<file path="src/rtl/branch_resolve_queue_pkg.sv">
// Shared types and default sizing for the branch resolve queue.
// The queue holds predicted branches until they resolve in order.
package branch_resolve_queue_pkg;

  localparam int unsigned DEPTH_DEF = 8;
  localparam int unsigned PC_W_DEF  = 10;

  typedef enum logic [1:0] {
    ST_EMPTY,
    ST_ACTIVE,
    ST_FLUSH
  } brq_state_e;

  typedef struct packed {
    logic [PC_W_DEF-1:0] pc;
    logic                pred;
  } brq_entry_t;

endpackage

</file>
<file path="src/rtl/branch_resolve_queue_fifo.sv">
// Circular entry store for the branch resolve queue.
// It holds the head and tail pointers and the occupancy count, and a flush empties it.
module brq_fifo
  import branch_resolve_queue_pkg::*;
#(
  parameter int unsigned DEPTH = DEPTH_DEF,
  parameter type entry_t = brq_entry_t
) (
  input  logic                   clock,
  input  logic                   reset,
  input  logic                   push,
  input  entry_t                 push_entry,
  input  logic                   pop,
  input  logic                   flush,
  output entry_t                 head_entry,
  output logic [$clog2(DEPTH):0] count
);

  localparam int unsigned AW = $clog2(DEPTH);
  localparam int unsigned CW = AW + 1;

  entry_t          mem [DEPTH];
  logic [AW-1:0]   head;
  logic [AW-1:0]   tail;

  always_ff @(posedge clock) begin
    if (push) begin
      mem[tail] <= push_entry;
    end
  end

  always_ff @(posedge clock) begin
    if (reset || flush) begin
      head  <= '0;
      tail  <= '0;
      count <= '0;
    end else begin
      if (push) begin
        tail <= tail + 1'b1;
      end
      if (pop) begin
        head <= head + 1'b1;
      end
      count <= count + CW'(push) - CW'(pop);
    end
  end

  assign head_entry = mem[head];

endmodule

</file>
<file path="src/rtl/branch_resolve_queue.sv">
// In-order branch resolution queue: it trains the predictor on every resolve.
// On a mispredict it flushes every younger in-flight branch.
module branch_resolve_queue
  import branch_resolve_queue_pkg::*;
#(
  parameter int unsigned DEPTH = DEPTH_DEF,
  parameter int unsigned PC_W  = PC_W_DEF
) (
  input  logic                   clock,
  input  logic                   reset,
  input  logic                   alloc_valid,
  input  logic [PC_W-1:0]        alloc_pc,
  input  logic                   alloc_pred,
  output logic                   alloc_ready,
  input  logic                   resolve_valid,
  input  logic                   resolve_taken,
  output logic                   upd_valid,
  output logic [PC_W-1:0]        upd_pc,
  output logic                   upd_taken,
  output logic                   mispredict,
  output logic [$clog2(DEPTH):0] count,
  output logic [7:0]             mispred_cnt
);

  localparam int unsigned CW = $clog2(DEPTH) + 1;

  // Same layout as brq_entry_t, sized to this instance's PC width.
  typedef struct packed {
    logic [PC_W-1:0] pc;
    logic            pred;
  } entry_t;

  brq_state_e    state;
  brq_state_e    state_next;
  entry_t        head_entry;
  entry_t        alloc_entry;
  logic          can_resolve;
  logic          mis;
  logic          push;
  logic          pop;
  logic [CW-1:0] count_next;

  always_comb begin
    state_next  = state;
    alloc_ready = (state != ST_FLUSH) && (count < CW'(DEPTH));
    can_resolve = resolve_valid && (count != '0) && (state != ST_FLUSH);
    mis         = can_resolve && (resolve_taken != head_entry.pred);
    // A wrong-path allocation racing a mispredict must not survive the flush.
    push        = alloc_valid && alloc_ready && !mis;
    pop         = can_resolve && !mis;
    alloc_entry = '{pc: alloc_pc, pred: alloc_pred};
    count_next  = count + CW'(push) - CW'(pop);
    unique case (state)
      ST_FLUSH: state_next = ST_EMPTY;
      default: begin
        if (mis) begin
          state_next = ST_FLUSH;
        end else if (count_next == '0) begin
          state_next = ST_EMPTY;
        end else begin
          state_next = ST_ACTIVE;
        end
      end
    endcase
  end

  brq_fifo #(
    .DEPTH   (DEPTH),
    .entry_t (entry_t)
  ) u_fifo (
    .clock      (clock),
    .reset      (reset),
    .push       (push),
    .push_entry (alloc_entry),
    .pop        (pop),
    .flush      (mis),
    .head_entry (head_entry),
    .count      (count)
  );

  always_ff @(posedge clock) begin
    if (reset) begin
      state       <= ST_EMPTY;
      upd_valid   <= 1'b0;
      upd_pc      <= '0;
      upd_taken   <= 1'b0;
      mispredict  <= 1'b0;
      mispred_cnt <= '0;
    end else begin
      state      <= state_next;
      upd_valid  <= can_resolve;
      mispredict <= mis;
      if (can_resolve) begin
        upd_pc    <= head_entry.pc;
        upd_taken <= resolve_taken;
      end
      if (mis && (mispred_cnt != 8'hFF)) begin
        mispred_cnt <= mispred_cnt + 8'd1;
      end
    end
  end

endmodule

</file>
<file path="config.mk">
export PLATFORM = sky130hd
export DESIGN_NAME = branch_resolve_queue
export DESIGN_NICKNAME = d
export VERILOG_FILES = /design/src/rtl/branch_resolve_queue_pkg.sv /design/src/rtl/branch_resolve_queue_fifo.sv /design/src/rtl/branch_resolve_queue.sv
export SDC_FILE = /design/constraint.sdc
export NUM_CORES = 1
export LEC_CHECK = 0
export BUFFER_PORTS_ARGS = -buffer_cell sky130_fd_sc_hd__buf_4
export CORE_MARGIN = 8
export CORE_UTILIZATION = 30
export CTS_CLUSTER_DIAMETER = 50
export DETAILED_ROUTE_END_ITERATION = 10
export PLACE_DENSITY_LB_ADDON = 0.15
export REMOVE_ABC_BUFFERS = 1
export SLEW_MARGIN = 20
export SYNTH_ARGS = -nofsm -noshare
export SYNTH_HDL_FRONTEND = slang
export SYNTH_SLANG_ARGS = --single-unit
export TNS_END_PERCENT = 30
</file>
<file path="constraint.sdc">
create_clock -name clock -period 7.7 [get_ports clock]
set_input_delay 0.385 -clock clock [delete_from_list [all_inputs] [get_ports clock]]
set_output_delay 0.385 -clock clock [all_outputs]
set_load 0.01 [all_outputs]
</file>
==> results of run 1 <==
==> sequential cells by signal, indices dropped and copies added, names as in the netlist, named ones only <==
name          flops
upd_valid         1
u_fifo.mem       88
mispredict        1
upd_pc           10
u_fifo.head       3
mispred_cnt       8
u_fifo.tail       3
upd_taken         1
state             2
u_fifo.count      4
==> layout by cell type, fill, tap and decap left out, types with 5 or more instances in the layout <==
| cell type | instances |
|---|---|
| edfxtp_1 | 88 |
| buf_4 | 50 |
| dfxtp_1 | 36 |
| nor2_1 | 23 |
| mux4_2 | 22 |
| clkbuf_16 | 17 |
| mux2i_1 | 13 |
| inv_1 | 12 |
| a21oi_1 | 12 |
| a211oi_1 | 10 |
| nand2_1 | 9 |
| ha_1 | 8 |
| nand3_1 | 6 |
| nor3_1 | 6 |
| or4_1 | 5 |
==> worst reg2reg max path: stages (launching register included) <==
cell	delay, ns
dfxtp_1	0.86
mux4_2	0.41
mux2i_1	0.17
xor2_1	0.16
buf_4	0.25
and2_1	0.16
ha_1	0.18
inv_1	0.06
ha_1	0.27
a21o_1	0.19
a21oi_1	0.17
xnor2_1	0.16
and4_1	0.21
nor3_1	0.04
==> through the flow <==
step | utilization [%] | hold WS (ns) | power, uW | instance area, um2 | instances
floorplan | - | 0.442 | 1130 | 4820 | 290
global placement | 34.4 | 0.477 | 1300 | 5490 | 556
detailed placement | 34.4 | 0.479 | 1310 | 5490 | 556
CTS | 38.4 | 0.196 | 2160 | 6120 | 588
global route | 38.4 | 0.186 | 2250 | 6120 | 588
finish | 38.4 | 0.210 | 2130 | 6120 | 588
==> worst max-delay path by stage <==
| stage | startpoint | to | slack [ns] | cells past startpoint |
|---|---|---|---|---|
| floorplan | register | u_fifo.mem[0][0]$_DFFE_PP_ | 3.27 | 5 |
| global placement | register | state[0]$_SDFF_PP0_ | 4.26 | 14 |
| detailed placement | register | state[0]$_SDFF_PP0_ | 4.23 | 14 |
| CTS | register | state[0]$_SDFF_PP0_ | 4.22 | 14 |
| global route | register | state[0]$_SDFF_PP0_ | 3.95 | 14 |
| finish | register | state[0]$_SDFF_PP0_ | 4.28 | 13 |
==> metal layers <==
layer  global-route usage, %  wire, um  vias up
met5                       0         0        -
met4                    3.98        65        0
met3                    4.51       529        4
met2                    17.4      4980       53
met1                    13.0      4680     1347
li1                        -         -     1293
==> power groups by stage <==
| stage | sequential (uW) | combinational, uW | clock [uW] |
|---|---|---|---|
| 2_1_floorplan | 868 | 259 | 0 |
| 3_3_place_gp | 845 | 454 | 0 |
| 3_5_place_dp | 847 | 462 | 0 |
| 4_1_cts | 834 | 464 | 861 |
| 5_1_grt | 843 | 507 | 899 |
| 6_report | 833 | 451 | 846 |
==> kinds of logic after synthesis <==
| logic type | Yosys count | share of synthesized area (%) |
|---|---|---|
| buffers and inverters | 31 | 2.53 |
| xor gates and xnor gates | 5 | 0.894 |
| muxes | 36 | 13.0 |
| and+or+nand+nor | 71 | 8.12 |
| DFF | 124 | 68.7 |
| AOI/OAI and AO/OA | 33 | 4.34 |
| adders and majority gates | 9 | 2.45 |
==> layout make-up <==
cell class                      count  area, um2  share of cell area [%]
Clock buffer                       25        495                    8.10
Clock inverter                      7        135                    2.21
Inverter                           12       45.0                   0.736
Multi-Input combinational cell    154       1440                    23.5
Sequential cell                   124       3360                    55.0
Tap cell                          216        270                    4.42
Timing Repair Buffer               50        375                    6.13
==> results.txt, run 1 <==
- Count of standard-cell rows: 46
- Worst reg2reg endpoint: state[0]$_SDFF_PP0_
- TritonCTS built the clock tree.
* Net Sw Frac: 26.4%
- Cts repair resizes: 0
- Via total after detailed routing: 2,697
- Clock buffers created by TritonCTS: 17
- Post-synthesis to final-layout area growth: 24.9%
- Headroom to the max-slew limit came out at 30.8%.
- The routed design could run at a clock period as short as 3.42 ns.
- Critical path's largest stage delay: 0.86 ns
- Flop-to-flop setup slack: 4.28 ns
- Die ar.: 20,700 um2
- Highest achievable clock rate: 293 MHz
- Yosys mapped the design onto 41 distinct sky130hd cell types.
- The tree built by TritonCTS fans out to 124 sinks.
* Power per unit of standard cell area: 348 nW/um2
- Final worst setup slack: 4.28 ns
- Setup violations remaining at the end of the flow were counted as 0.
- Clock share of power: 39.7%
* Kind of critical path: reg2reg
- Reported leakage power: 0.00208 uW
- Number of H-tree levels: 4
- The max-slew violation count is 0.
- The first routing iteration left 129 violations.
- Clock skew on the completed layout was measured at 0.00885 ns.
- Via-to-Cell Ratio: 4.59
* Cell mode on critical path: ha_1
- IR analysis of the VDD net gives a maximum drop of 0.157 mV.
- The hold violation count in the final report came to 0.
- In this run the clock root is driven by a clkbuf_16.
- Power dissipated by switching net loads: 561 uW
* Setup slack at placement: 4.23 ns
* Wire per inst: 17.4 um
- Setup total negative slack on the finished layout was measured at 0 ns.
- 42 I/O pins were placed.
- Largest net degree at the start of global routing: 29
- The number of antenna diodes in the final layout is 0.
- The wire-length estimate of the detail-placed layout is 6370 um.
- Along the worst path, the maximum fanout reaches 22.
- Final ANT Viol Nets: 0
- The worst hold path terminates at u_fifo.mem[7][4]$_DFFE_PP_.
- Yosys top cell area share: 53.9%
- Fraction of final layout cells with drive strength greater than 1: 29.0%
- Max Cap Viol: 0
* RSZ-0062 raised after global routing: false
- After detailed routing, the number of remaining DRC violations is 0.
* Worst reg2reg path depth: 13
- Fill cells: 1,485
* Number of standard cells after synthesis: 309
- Hold wc startpoint: alloc_pc[3]
- The core region is 15,900 um2.
- Share of total power in sequential cells: 39.1%
* Total of warnings raised by yosys: 0
* CP endpoint kind: register
* PortBufs: 41
- Global-route total usage across every layer: 10.9%
* Arr. time, crit path: 3.68 ns
- The tightest min-delay check is of the in2reg type.
- For the pin with the worst max-slew slack, the measured transition is 1.03 ns.
- Period Utilization, post-route: 44.4%
- The initial utilization of the core area, before any placement, comes to 30.7%.
- Comb pwr share: 21.2%
- Initial antenna violation count: 0
- Deepest clock path buffer count: 2
- Clock edge transition at the registers on the reported setup and hold paths: 0.05 ns
- edfxtp_1 is the most common cell in the netlist.
- Wire length of the first global-routing pass: 16,300 um
- Final WL: 10,300 um
- STA puts the critical path data required time at 7.97 ns.
- Cell types with the largest area share after synthesis: edfxtp_1 54%, dfxtp_1 15%, mux4_2 10%
- FF+latch count, synth: 124
- Top cell type by total area after synthesis: edfxtp_1
- RePlAce Congestion: 0.694
- Clock latency reported for the late side of the worst-skew pair: 0.41 ns
- Vias in the first global route: 2,962
- The slowest stage of the critical path is the dfxtp_1 cell.
* Share of synthesized registers carrying an async set or reset: 0%
* Avg Cell Area, Syn: 15.9 um2
- The internal portion of the total power is 1570 uW.
* Floorplan die width: 144 um
- Traced cell by cell, the critical path runs through mux4_2, mux2i_1, xor2_1, buf_4, and2_1, ha_1, inv_1, ha_1, a21o_1, a21oi_1, xnor2_1, and4_1, nor3_1.
- Router iterations before antenna repair: 4
* Die boundary height: 144 um
- In the synthesized netlist the dominant register cell turns out to be edfxtp_1.
* Number of flops mapped to enable cells by yosys: 88
* Result of the run: completed
- Share of synthesized area occupied by flip-flops and latches: 68.7%
- Combined buffer and inverter count along the critical path: 2
- The worst setup path is launched from a register.
- After global routing the overflow that remains totals 0.
* Net total in the final layout: 384
* Hold Buf Count CTS: 0
- Area of the mapped netlist: 4900 um2
* Number of buffers added for setup after CTS: 0
- Cell class contributing the biggest share of worst-path delay: flip-flops
* Number of cells on the worst hold path: 1
- By count the netlist is led by 88 x edfxtp_1, 36 x dfxtp_1, 23 x nor2_1.
No activity file was read; power rests on OpenSTA's default activity.
==> inputs of run 2 (changes only) <==
==> constraint.sdc (replaced) <==
create_clock -name clock -period 3.22 [get_ports clock]
set_input_delay 0.161 -clock clock [delete_from_list [all_inputs] [get_ports clock]]
set_output_delay 0.161 -clock clock [all_outputs]
set_load 0.01 [all_outputs]
==> run 2 against run 1 <==
Compared with the run above:
- power up 150%
- clock power rose to 2.5 times the previous value
- flip-flop and latch count unchanged
- fmax up 15%
- via count up 2.4%
- cell area up 3.1%
- final cell count up 3.1%
- register-to-register slack worse by 4.0 ns
- non-clock buffer count up 18
- global-route usage down 0.16 points
==> results.txt, run 2 (same netlist as run 1, synthesis figures left out) <==
* Core area: 15,900 um2 (unchanged)
* CTS tree: built
- The number of nets still failing antenna checks after routing was 0 (unchanged).
- Dpl hpwl: 6310 um (-1.0%)
- The placed instance count is 563 (+1.3%).
- Max-slew violation count: 0 (unchanged)
* Diodes inserted: 0 (unchanged)
- Setup slack at placement: 0.228 ns (-4.00 ns)
- The initial antenna violation count is 0 (unchanged).
* Kind of critical path: reg2reg
* CP endpoint kind: register
- Die boundary height: 144 um (unchanged)
- Hold violation count in the final report: 0 (unchanged)
* Global-route total usage across every layer: 10.8% (-0.16 points)
- The max-cap check violation count is 0 (unchanged).
* Number of H-tree levels: 4 (unchanged)
* Crit start category: register
- The number of nets at the end of the flow came to 402 (+4.7%).
- Flop-to-flop setup slack: 0.24 ns (-4.04 ns)
- The data arrival time of the critical path came to 3.25 ns (-0.43 ns).
* Vias in the first global route: 2,787 (-5.9%)
- Count of standard-cell rows: 46 (unchanged)
- Hold wc startpoint: resolve_taken
- Setup repair after global routing left no endpoint under its margin.
* Period Utilization, post-route: 92.5% (+48 points)
* Finished Core Util: 39.6% (+1.2 points)
* Fill cells: 1,480 (-0.34%)
- Number of buffers added for setup after CTS: 0 (unchanged)
* Hold crit path type: in2reg
* Post-layout instance area: 6310 um2 (+3.1%)
- The layout cell share with drive strength beyond 1 is 30.5% (+1.5 points).
- Clock buffers created by TritonCTS: 17 (unchanged)
- Number of remaining DRC errors: 0 (unchanged)
* RePlAce Congestion: 0.736 (+6.1%)
- Critical path destination: state[0]$_SDFF_PP0_
- The total of buffers placed on input and output ports was 41 (unchanged).
- The routed wire length is 10,500 um (+2.8%).
- The clock-pin transition on the worst setup and hold timing paths is 0.06 ns (about the same).
- Most frequent standard cell in the layout excluding fill and tap cells: edfxtp_1
- Endpoint required time on the critical path: 3.49 ns (-4.48 ns)
- More flip-flops sit in one register than any other, and that register is u_fifo.mem.
- Pin slew with the least headroom to its limit: 0.630 ns (-0.403 ns)
* Wire per inst: 17.4 um (-0.29%)
- The leakage power is 0.00217 uW (+4.3%).
- Number of DRC violations after detailed-routing iteration 0: 150 (+16%)
- Deepest clock path buffer count: 2 (unchanged)
- The chip width came to 144 um (unchanged).
* Number of clock sinks: 124 (unchanged)
- In this run the critical register-to-register path is captured at state[0]$_SDFF_PP0_.
- The area used by multi-input combinational logic was 1430 um2 (-0.70%).
* Storage cell area: 3360 um2 (unchanged)
- Die ar.: 20,700 um2 (unchanged)
* Via-to-Cell Ratio: 4.56 (-0.67%)
- Library cell used as clock root buffer: clkbuf_16
- Largest net degree at the start of global routing: 29 (unchanged)
- Largest fanout on the critical path: 4 (-82%)
- Setup clock skew after layout: 0.00677 ns (-0.00208 ns)
- The placed standard-cell area came to 5520 um2 (+0.64%).
* Clock latency reported for the late side of the worst-skew pair: 0.41 ns (about the same)
- Number of top-level pins: 42 (unchanged)
* Shortest clock period the worst path allows after layout: 2.98 ns (-0.437 ns)
- Relative to the synthesized area, the layout overhead comes to 28.8%.
* Final worst setup slack: 0.242 ns (-4.04 ns)
- The global route total overflow came to 0 (unchanged).
- The relative slew slack is 57.9% (+27 points).
* Via total after detailed routing: 2,761 (+2.4%)
- Wire length of the first global-routing pass: 16,100 um (-0.93%)
- The starting utilization of the core area came to 30.7% (unchanged).
- Result of the run: completed
- Max FFs per register: 88 (unchanged)
* Registers with the most flip-flops: u_fifo.mem (88), upd_pc (10), mispred_cnt (8)
- Router iterations before antenna repair: 4 (unchanged)
- The number of failing setup endpoints in the final timing report came to 0 (unchanged).
* Peak ir drop on the vdd network: 0.368 mV (+130%)
* Highest achievable clock rate: 336 MHz (+15%)
- The depth of the worst register-to-register path came to 12 (-1).
- The final non-filler cell total came to 606 (+3.1%).
- Commonest cells after routing, fill and taps aside: 88 x edfxtp_1, 57 x buf_4, 36 x dfxtp_1
- Power per unit of standard cell area: 833 nW/um2 (+140%)
run 2: changes by cell type in the layout (fill, tap and decap cells not counted), sizes merged:
cell	change
clkinv	+1
clkinvlp	+3
dlygate4sd3	+11
buf	+7
bufinv	+2
inv	+2
clkbuf	-8
run 2: repair_timing:
action / 4_1_cts / 5_1_grt
hold buffers: 11 / 0
endpoints found under the hold margin: 88 / 0
endpoints found under the setup margin: 0 / 1
gates resized for setup: 0 / 1
run 2: how the worst min path moves through the flow:
stage / end / slack [ns] / cells after the start
2_1_floorplan: register / 0.23 / 1
6_report: upd_taken$_SDFFE_PP0P_ / 0.03 / 3
3_3_place_gp: u_fifo.mem[3][7]$_DFFE_PP_ / 0.40 / 1
5_1_grt: upd_taken$_SDFFE_PP0P_ / 0.05 / 3
4_1_cts: upd_taken$_SDFFE_PP0P_ / 0.02 / 3
3_5_place_dp: u_fifo.mem[2][1]$_DFFE_PP_ / 0.40 / 1
run 2: where the power goes:
| group | internal, uW | leakage, uW | total (uW) | switching (uW) |
|---|---|---|---|---|
| Sequential | 1890 | 0.00109 | 1990 | 99.0 |
| Combinational | 511 | 0.000759 | 1110 | 599 |
| Clock | 1450 | 0.000320 | 2150 | 702 |
| Total | 3860 | 0.00217 | 5260 | 1400 |
run 2: through the flow:
stage | hold slack, ns | setup TNS, ns | power [uW]
floorplan | 0.230 | -77.58 | 2690
global placement | 0.396 | 0 | 3130
detailed placement | 0.403 | 0 | 3140
CTS | 0.0159 | 0 | 5330
global route | 0.0477 | 0 | 5520
finish | 0.0313 | 0 | 5260
run 2: worst max-delay path: stages (launching register included):
cell and delay [ns]:
dfxtp_1 0.42, mux4_2 0.53, mux2i_1 0.19, xor2_1 0.24
and2_1 0.17, ha_1 0.22, inv_1 0.05, ha_1 0.15
inv_1 0.06, fa_1 0.37, xor2_1 0.19, and4_1 0.22
nor3_1 0.04
run 2: cell type report:
type | instances | area share (%)
inverters | 12 | 0.714
clock inverters | 15 | 3.87
repair buffers | 68 | 8.52
clock buffers | 17 | 6.74
flip-flops and latches | 124 | 53.3
well taps | 216 | 4.28
multi-input cells | 154 | 22.6
run 2: metal layers:
metal	vias up	part of all wire, %	global-route usage, %
li1	1327	-	-
met4	0	0.83	3.82
met2	47	47	16.7
met1	1380	48	13.8
met5	-	0	0
met3	7	4.7	3.62
==> inputs of run 3 (changes only) <==
--- a/config.mk
+++ b/config.mk
@@ -6,11 +6,11 @@
 export NUM_CORES = 1
 export LEC_CHECK = 0
 export BUFFER_PORTS_ARGS = -buffer_cell sky130_fd_sc_hd__buf_4
-export CORE_MARGIN = 8
+export CORE_MARGIN = 1.5
 export CORE_UTILIZATION = 30
 export CTS_CLUSTER_DIAMETER = 50
 export DETAILED_ROUTE_END_ITERATION = 10
-export PLACE_DENSITY_LB_ADDON = 0.15
+export PLACE_DENSITY = 0.52
 export REMOVE_ABC_BUFFERS = 1
 export SLEW_MARGIN = 20
 export SYNTH_ARGS = -nofsm -noshare
==> run 3 against run 2 <==
Compared with the run above:
- critical path depth unchanged
- combinational power about the same
- core utilization decreased by 0.86 points
- wire length down 5.9%
- worst hold slack improved by 0.0042 ns
- clock skew rose by 0.00097 ns
- non-clock buffer count increased by 1
- die area fell by 17%
==> results.txt, run 3 (same netlist as run 1, synthesis figures left out) <==
- The first-iteration detailed-routing DRC count is 163 (+8.7%).
- Flop-to-flop setup slack: 0.27 ns (+0.03 ns)
* Power per unit of standard cell area: 776 nW/um2 (-6.8%)
- Clock latency reported for the late side of the worst-skew pair: 0.42 ns (about the same)
* Diodes inserted: 0 (unchanged)
- Number of H-tree levels: 4 (unchanged)
- The min-delay analysis places its worst path in the category in2reg.
- The total I/O pin count came to 42 (unchanged).
- The global route total overflow came to 0 (unchanged).
- The TritonCTS sink count is 124 (unchanged).
- The placer's final routability congestion estimate came to 0.709 (-3.8%).
- Post-route non-filler standard cell count: 607 (+0.17%)
- Vias in the first global route: 2,758 (-1.0%)
- Top reg by flops: u_fifo.mem
- Critical-path cell list: mux4_2, mux2i_1, xor2_1, buf_4, o21ai_2, inv_1, ha_1, a21o_1, a21oi_1, xnor2_1, and4_1, nor3_1
* Initial antenna violation count: 0 (unchanged)
* Core area: 15,900 um2 (unchanged)
- Dpl hpwl: 6040 um (-4.3%)
- Clock edge transition at the registers on the reported setup and hold paths: 0.05 ns (about the same)
- Initial Util: 30.7% (unchanged)
- The achievable clock frequency is 339 MHz (+1.0%).
- The largest net degree at the start of global routing was 29 (unchanged).
- The worst hold path begins at resolve_taken.
- Fraction of final layout cells with drive strength greater than 1: 29.2% (-1.4 points)
- The delay contributed by the slowest stage of the critical path came to 0.51 ns (-0.02 ns).
* Most frequent standard cell in the layout excluding fill and tap cells: edfxtp_1
- Endpoint required time on the critical path: 3.50 ns (about the same)
- The depth of the worst register-to-register path is 12 (unchanged).
- The global-route usage over all layers was 12.7% (+1.9 points).
* Router iterations before antenna repair: 4 (unchanged)
- Number of remaining DRC errors: 0 (unchanged)
- The setup fix buffers added after clock tree synthesis was 0 (unchanged).
* Count of standard-cell rows: 46 (unchanged)
- The die area was 17,100 um2 (-17%).
- Total negative setup slack: 0 ns (unchanged)
- Total design power: 4790 uW (-8.8%)
* Max FFs per register: 88 (unchanged)
- The routed wire length came to 9910 um (-5.9%).
- Finished Core Util: 38.7% (-0.86 points)
- The total of buffers placed on input and output ports came to 41 (unchanged).
* Number of cells on the worst hold path: 3 (unchanged)
- The flow ran to the end, and the final reports show no timing, DRC or antenna violations.
- The global-route wire length before repair came to 15,300 um (-5.2%).
- Clock buffers created by TritonCTS: 17 (unchanged)
- Wire per inst: 16.3 um (-6.1%)
- The slew at the pin closest to its max-slew limit was 0.609 ns (-0.0216 ns).
- Peak ir drop on the vdd network: 0.428 mV (+16%)
* Largest fanout on the critical path: 9 (+5)
- Die boundary height: 131 um (-9.0%)
- Reported leakage power: 0.00211 uW (-2.8%)
* Period Utilization, post-route: 91.5% (-0.95 points)
- Worst hold path endpoint: upd_taken$_SDFFE_PP0P_
- The post-cts gate resize count was 0 (unchanged).
- Library cell used as clock root buffer: clkbuf_16
- Via total after detailed routing: 2,795 (+1.2%)
* CP endpoint kind: register
- Commonest cells after routing, fill and taps aside: 88 x edfxtp_1, 58 x buf_4, 36 x dfxtp_1
* Net total in the final layout: 403 (+0.25%)
- The relative slew slack came to 59.3% (+1.4 points).
* Count of placed standard cells including taps: 564 (+0.18%)
- The per-cell via count in the routed design came to 4.60 (+1.1%).
* Crit start category: register
* Final ANT Viol Nets: 0 (unchanged)
- The maximum clock path buffer count is 2 (unchanged).
- Registers with the most flip-flops: u_fifo.mem (88), upd_pc (10), mispred_cnt (8)
* Setup clock skew after layout: 0.00774 ns (+0.000970 ns)
* Cell with the largest stage delay on the worst path: mux4_2
- Final setup violation count: 0 (unchanged)
- The post-layout minimum cycle time came to 2.95 ns (-0.0306 ns).
* CTS tree: built
* Arr. time, crit path: 3.22 ns (-0.03 ns)
- RSZ-0062 raised after global routing: false
- The max-slew violation count was 0 (unchanged).
* Kind of critical path: reg2reg
* Floorplan die width: 131 um (-9.0%)
- In this run the critical register-to-register path is captured at state[0]$_SDFF_PP0_.
- Hold violation count in the final report: 0 (unchanged)
* Max Cap Viol: 0 (unchanged)
- Post-synthesis to final-layout area growth: 26.1%
-- run 3: area by class of cell --
class | instances | area (um2)
fill | 1497 | 9770
sequential | 124 | 3360
multi-input combinational | 154 | 1420
timing repair buffer | 69 | 546
clock buffer | 18 | 429
tap | 216 | 270
clock inverter | 14 | 104
inverter | 12 | 45.0
-- run 3: through the flow --
step                cell area (um2)  worst slack, ns  hold WS (ns)
floorplan                      4820            -1.21         0.230
detailed placement             5530            0.271         0.405
CTS                            6170            0.246        0.0192
global placement               5530            0.330         0.391
global route                   6170           0.0483        0.0502
finish                         6170            0.272        0.0354
-- run 3: repair_timing --
action,4_1_cts,5_1_grt
endpoints found under the hold margin,88,0
setup endpoints to repair,0,0
hold buffers,11,0
-- run 3: layer usage --
metal | wire, um | part of all wire [%] | global-route usage, % | vias to the layer above
met2 | 4870 | 49 | 20.7 | 65
met5 | 0 | 0 | 0 | -
met4 | 143 | 1.4 | 5.43 | 0
met1 | 4410 | 44 | 15.4 | 1386
met3 | 483 | 4.9 | 4.28 | 13
li1 | - | - | - | 1331
-- run 3: critical path: cells and delay by family, from the launching register on --
family	cells	cell delay (ns)
mux	2	0.70
compound gates	3	0.68
flops	1	0.42
xor+xnor	2	0.28
buf+inv	2	0.25
simple gates	2	0.25
fa+ha+maj	1	0.22
-- run 3: how the worst max path moves through the flow --
| stage | cells after the start | slack [ns] | to |
|---|---|---|---|
| floorplan | 5 | -1.21 | u_fifo.mem[0][0]$_DFFE_PP_ |
| global placement | 12 | 0.33 | state[0]$_SDFF_PP0_ |
| detailed placement | 12 | 0.27 | state[0]$_SDFF_PP0_ |
| CTS | 12 | 0.25 | state[0]$_SDFF_PP0_ |
| global route | 12 | 0.05 | state[0]$_SDFF_PP0_ |
| finish | 12 | 0.27 | state[0]$_SDFF_PP0_ |
-- run 3: report_power, final --
part	internal [uW]	total, uW	switching [uW]	leakage (uW)
logic	507	1080	577	0.000764
registers	1890	2000	106	0.00109
clock network	1040	1710	668	0.000253
